[src/rtl/match_pkg.sv]
// Shared types and widths for the Pong match sequencer.
// The state codes double as the LED encoding on state_code.
package match_pkg;

   localparam int FRAME_W = 7;
   localparam int DEB_W   = 4;

   typedef enum logic [2:0] {
      S_IDLE   = 3'd0,
      S_SERVE  = 3'd1,
      S_PLAY   = 3'd2,
      S_POINT  = 3'd3,
      S_OVER   = 3'd4,
      S_PAUSED = 3'd5
   } state_t;

endpackage

[src/rtl/frame_debounce.sv]
// One key: 2-flop synchroniser, frame-rate sampling and a single press pulse.
// A press needs a high sample first, so a held key fires only once.
module frame_debounce #(
   parameter int DEBOUNCE_FRAMES = 3
) (
   input  logic clock,
   input  logic reset_n,
   input  logic key_n,
   input  logic frame_tick,
   output logic press
);
   import match_pkg::*;

   localparam logic [DEB_W-1:0] LAST = DEB_W'(DEBOUNCE_FRAMES - 1);

   logic             key_s1;
   logic             key_s2;
   logic             armed;
   logic [DEB_W-1:0] low_cnt;

   always_ff @(posedge clock or negedge reset_n) begin
      if (!reset_n) begin
         key_s1  <= 1'b0;
         key_s2  <= 1'b0;
         armed   <= 1'b0;
         low_cnt <= '0;
         press   <= 1'b0;
      end else begin
         key_s1 <= key_n;
         key_s2 <= key_s1;
         press  <= 1'b0;
         if (frame_tick) begin
            if (key_s2) begin
               armed   <= 1'b1;
               low_cnt <= '0;
            end else if (armed) begin
               if (low_cnt == LAST) begin
                  press   <= 1'b1;
                  armed   <= 1'b0;
                  low_cnt <= '0;
               end else begin
                  low_cnt <= low_cnt + 1'b1;
               end
            end
         end
      end
   end

endmodule

[src/rtl/match_ctrl.sv]
// Pong match sequencer: frame ticks from vsync, debounced keys, scores and ball control.
// Build with MATCH_CTRL_PAUSE_EN to add the PAUSED state and the pause key debouncer.
module match_ctrl #(
   parameter int WIN_SCORE       = 7,
   parameter int SERVE_FRAMES    = 60,
   parameter int POINT_FRAMES    = 90,
   parameter int DEBOUNCE_FRAMES = 3
) (
   input  logic       clock,
   input  logic       reset_n,
   input  logic       vsync,
   input  logic       start_n,
   input  logic       pause_n,
   input  logic       goal_left,
   input  logic       goal_right,
   output logic       ball_run,
   output logic       ball_reset,
   output logic       serve_dir,
   output logic [3:0] score_left,
   output logic [3:0] score_right,
   output logic       game_over,
   output logic       winner,
   output logic [2:0] state_code
);
   import match_pkg::*;

   localparam logic [FRAME_W-1:0] SERVE_LAST = FRAME_W'(SERVE_FRAMES - 1);
   localparam logic [FRAME_W-1:0] POINT_LAST = FRAME_W'(POINT_FRAMES - 1);
   localparam logic [3:0]         WIN        = 4'(WIN_SCORE);

   logic               vs_s1;
   logic               vs_s2;
   logic               vs_d;
   logic               frame_tick;
   logic               start_press;
   logic               pause_press;
   logic [FRAME_W-1:0] frame_cnt;
   state_t             state;
   state_t             nxt;

   assign frame_tick = vs_d & ~vs_s2;
   assign state_code = state;

   frame_debounce #(.DEBOUNCE_FRAMES(DEBOUNCE_FRAMES)) u_start (
      .clock      (clock),
      .reset_n    (reset_n),
      .key_n      (start_n),
      .frame_tick (frame_tick),
      .press      (start_press)
   );

`ifdef MATCH_CTRL_PAUSE_EN
   frame_debounce #(.DEBOUNCE_FRAMES(DEBOUNCE_FRAMES)) u_pause (
      .clock      (clock),
      .reset_n    (reset_n),
      .key_n      (pause_n),
      .frame_tick (frame_tick),
      .press      (pause_press)
   );
`else
   logic pause_unused;
   assign pause_unused = pause_n;
   assign pause_press  = 1'b0;
`endif

   // A goal takes priority over a pause press arriving in the same cycle.
   always_comb begin
      nxt = state;
      case (state)
         S_IDLE:   if (start_press) nxt = S_SERVE;
         S_SERVE:  if (frame_tick && frame_cnt == SERVE_LAST) nxt = S_PLAY;
         S_PLAY: begin
            if (goal_left || goal_right) nxt = S_POINT;
            else if (pause_press)        nxt = S_PAUSED;
         end
         S_POINT: begin
            if (frame_tick && frame_cnt == POINT_LAST)
               nxt = (score_left == WIN || score_right == WIN) ? S_OVER : S_SERVE;
         end
         S_OVER:   if (start_press) nxt = S_SERVE;
         S_PAUSED: if (pause_press) nxt = S_PLAY;
         default:  nxt = S_IDLE;
      endcase
   end

   // Outputs are decoded from the next state so they change together with state_code.
   always_ff @(posedge clock or negedge reset_n) begin
      if (!reset_n) begin
         vs_s1       <= 1'b0;
         vs_s2       <= 1'b0;
         vs_d        <= 1'b0;
         state       <= S_IDLE;
         frame_cnt   <= '0;
         ball_run    <= 1'b0;
         ball_reset  <= 1'b1;
         serve_dir   <= 1'b0;
         score_left  <= 4'd0;
         score_right <= 4'd0;
         game_over   <= 1'b0;
         winner      <= 1'b0;
      end else begin
         vs_s1 <= vsync;
         vs_s2 <= vs_s1;
         vs_d  <= vs_s2;
         state <= nxt;

         if (nxt != state)
            frame_cnt <= '0;
         else if (frame_tick && state != S_PAUSED)
            frame_cnt <= frame_cnt + 1'b1;

         ball_run   <= (nxt == S_PLAY);
         ball_reset <= (nxt == S_IDLE) || (nxt == S_SERVE) || (nxt == S_OVER);
         game_over  <= (nxt == S_OVER);

         // The serve goes to whoever conceded; a double goal is a let.
         if (state == S_PLAY && goal_right && !goal_left) begin
            if (score_left != WIN) score_left <= score_left + 4'd1;
            serve_dir <= 1'b0;
         end else if (state == S_PLAY && goal_left && !goal_right) begin
            if (score_right != WIN) score_right <= score_right + 4'd1;
            serve_dir <= 1'b1;
         end

         if (nxt == S_OVER && state != S_OVER)
            winner <= (score_right == WIN);

         if (state == S_OVER && nxt == S_SERVE) begin
            score_left  <= 4'd0;
            score_right <= 4'd0;
         end
      end
   end

endmodule

[config.mk]
export PLATFORM = sky130hd
export DESIGN_NAME = match_ctrl
export DESIGN_NICKNAME = d
export VERILOG_FILES = /design/src/rtl/match_pkg.sv /design/src/rtl/frame_debounce.sv /design/src/rtl/match_ctrl.sv
export SDC_FILE = /design/constraint.sdc
export NUM_CORES = 1
export LEC_CHECK = 0
export ABC_CLOCK_PERIOD_IN_PS = 5000
export CELL_PAD_IN_SITES_DETAIL_PLACEMENT = 0
export CELL_PAD_IN_SITES_GLOBAL_PLACEMENT = 1
export CORE_MARGIN = 3
export CORE_UTILIZATION = 46
export CTS_CLUSTER_DIAMETER = 120
export CTS_CLUSTER_SIZE = 12
export DETAILED_ROUTE_END_ITERATION = 16
export GPL_TIMING_DRIVEN = 0
export PLACE_DENSITY = 0.89
export SLEW_MARGIN = 20
export SYNTH_ARGS = -nofsm -noshare
export SYNTH_HDL_FRONTEND = slang
export SYNTH_SLANG_ARGS = --single-unit
export TNS_END_PERCENT = 50
[constraint.sdc]
create_clock -name clock -period 5 [get_ports clock]
set_input_delay 0.5 -clock clock [delete_from_list [all_inputs] [get_ports clock]]
set_output_delay 0.5 -clock clock [all_outputs]
set_load 0.005 [all_outputs]
==> results_dict.tcl <==
set metrics [dict create \
    syn-cell-area_mm2 0.00177 \
    cp_data_arrival_time_ns 2.00 \
    fin_util_pct 61.5 \
    ys_types 50 \
    final_common_cell "dfrtp_1" \
    slew_viol_final 0 \
    cts_tree "built" \
    final_hold_viol_count 0 \
    synth.yosys.seq_area_share_pct 48.1 \
    core_area_mm2 0.00352 \
    instances_no_fill 234 \
    n_antenna_cell 0 \
    synth_simple_gate_area_share_pct 26.2 \
    fp.dieW_um 68.1 \
    tightest_slew_ns 0.532 \
    synth_top_family_by_area "simple AND/OR/NAND/NOR gates" \
    synthArstFlopShare_pct 100 \
    dr_total_vias 1321 \
    finClkSkew_ns 0.00487 \
    start_kind "flip-flop" \
    path_clk_slew_ns 0.07 \
    nFillCells 310 \
    dr.first_iter.drc_count 57 \
    crit_required_ns 5.15 \
    port_buffers 21 \
    synth_xor_area_share_pct 3.95 \
    end_kind "flip-flop" \
    h-tree-depth 2 \
    fmax_mhz 540 \
    synthMuxAreaShare_pct 1.69 \
    rsz0062_at_grt "false" \
    cts_inserted_buffers 5 \
    grt_max_degree 28 \
    layout.nets 200 \
    insertion_delay_ns 0.28 \
    hpwl_um 2600 \
    viasPerCell 5.65 \
    antenna_found_initial 0 \
    synthAdderAreaFrac_pct 4.23 \
    ys_seq_elements 34 \
    reg2reg_slack_ns 3.15 \
    die_h_um 68.1 \
    multi_input_area_um2 877 \
    drive_above_1_share_pct 14.9 \
    routedWlPerCell_um 14.9 \
    critPathKind "flip-flop to flip-flop" \
    clock_sinks 34 \
    grt_pass1_wl_um 5930 \
    avgSynthCellArea_um2 11.2 \
    syn-instance-count 158 \
    overflow 0 \
    clock-root-buffer "clkbuf_8" \
    drtAntennaViolNets 0 \
    io_pins 23 \
    ys.flop_type "dfrtp_1" \
    synthesis.nets 171 \
    setup_tns_ns 0 \
    drc 0 \
    syn_to_final_growth_pct 22.2 \
    first_global_vias 1320 \
    relSlewSlack_pct 64.5 \
    ys.warnings.count 0 \
    synth_edf_count 0 \
    rows 21 \
    hold_class "input port to asynchronous set/reset pin" \
    setup_viol 0 \
    grt.total_usage_pct 17.3 \
    clockBufferDepth 2 \
    place_inst 226 \
    power_density_mw_per_mm2 347 \
    period_share_pct 37.0 \
    vdd.ir_drop.worst_v 0.000273 \
    regArea_um2 852 \
    start_util_pct 50.4 \
    cts_resized 0 \
    cts_hold_repair.buffers 0 \
    critPathMaxFanout 7 \
    mostFrequentLayoutCells "dfrtp_1, clkdlybuf4s50_1, nand2_1, o21ai_0" \
    status "finished clean" \
    wl_um 3490 \
    finalCriticalPeriod_ns 1.85 \
    dieArea_mm2 0.00463 \
    first_pass_iters 5 \
    drv_cap 0 \
    synth_compound_area_share_pct 13.4 \
    gp_congestion 0.814 \
    p_leak_uw 0.000935 \
    postCtsSetupRepairBufs 0 \
]
routing by layer:
layer | wire length [um] | vias up | global-route usage [%]
met5 | 0 | - | 0
met4 | 36 | 0 | 7.20
met2 | 1740 | 22 | 28.0
li1 | - | 649 | -
met3 | 160 | 4 | 5.58
met1 | 1550 | 646 | 21.2
final cells by class:
| class | instances | share of cell area (%) |
|---|---|---|
| clock buffer | 8 | 5.08 |
| tap | 46 | 2.66 |
| sequential | 34 | 39.3 |
| buffer | 4 | 1.33 |
| inverter | 4 | 0.693 |
| timing repair buffer | 22 | 10.4 |
| multi-input combinational | 116 | 40.5 |
registers in the layout, indices dropped and copies added (netlist names):
signal and count:
score_left 4, score_right 4, vs_s1 1, u_start.low_cnt 4, state_code 3, serve_dir 1, u_start.press 1, ball_reset 1
game_over 1, u_start.key_s1 1, u_start.key_s2 1, winner 1, ball_run 1, frame_cnt 7, u_start.armed 1, vs_d 1
vs_s2 1
report_power, final:
group | switching [uW] | leakage, uW | internal, uW
Clock | 96.1 | 0.0000575 | 139
Combinational | 74.5 | 0.000439 | 74.7
Sequential | 50.2 | 0.000438 | 317
worst max-delay path: stages (launching register included):
cell	delay, ns
dfrtp_1	0.40
ha_1	0.22
nand3b_1	0.17
a2111o_1	0.48
a22oi_4	0.34
nor3_1	0.10
synthesized netlist by cell type, drive strengths merged (2+ instances only):
cell type / n / area, um^2
a2111oi: 2 / 30.0
a21oi: 4 / 20.0
and2: 2 / 12.5
and3b: 2 / 18.8
and4: 2 / 17.5
buf: 4 / 28.8
dfrtp: 33 / 826
ha: 6 / 75.1
inv: 4 / 15.0
mux2i: 3 / 30.0
nand2: 9 / 33.8
nand2b: 5 / 31.3
nand3: 5 / 25.0
nand3b: 5 / 41.3
nand4: 4 / 25.0
nand4b: 4 / 41.3
nand4bb: 2 / 22.5
nor2: 6 / 22.5
nor2b: 2 / 12.5
nor3: 8 / 40.0
nor3b: 5 / 58.8
nor4b: 2 / 23.8
o21ai: 9 / 45.0
o22ai: 2 / 12.5
o31ai: 2 / 15.0
or3: 3 / 18.8
xor2: 8 / 70.1
cell families after synthesis:
family                     Yosys count
AOI/OAI and AO/OA                   30
xor gates and xnor gates             8
adders and majority gates            6
buffers and inverters                8
DFF                                 34
muxes                                3
and+or+nand+nor                     69
stage by stage:
stage	area (um^2)	hold slack, ns	total power, uW	setup slack [ns]
5_1_grt	2170	0.0532	801	2.99
4_1_cts	2170	0.0513	759	3.14
3_5_place_dp	2060	0.336	521	2.93
6_report	2170	0.0572	751	3.15
3_3_place_gp	2040	0.333	508	2.74
2_1_floorplan	1770	0.204	469	3.35
worst paths after layout:
path                                            start                        end  cells past startpoint
min in group clock                    vs_s1$_DFF_PN0_            vs_s2$_DFF_PN0_                      0
min reg2reg                           vs_s1$_DFF_PN0_            vs_s2$_DFF_PN0_                      0
max in group asynchronous                     reset_n       ball_reset$_DFF_PN1_                      2
max                        score_right[0]$_DFFE_PN0P_   frame_cnt[0]$_DFFE_PN0P_                      5
min                                           reset_n  score_left[0]$_DFFE_PN0P_                      1
max reg2reg                score_right[0]$_DFFE_PN0P_   frame_cnt[0]$_DFFE_PN0P_                      5
Power figures use the tool's default switching activity.
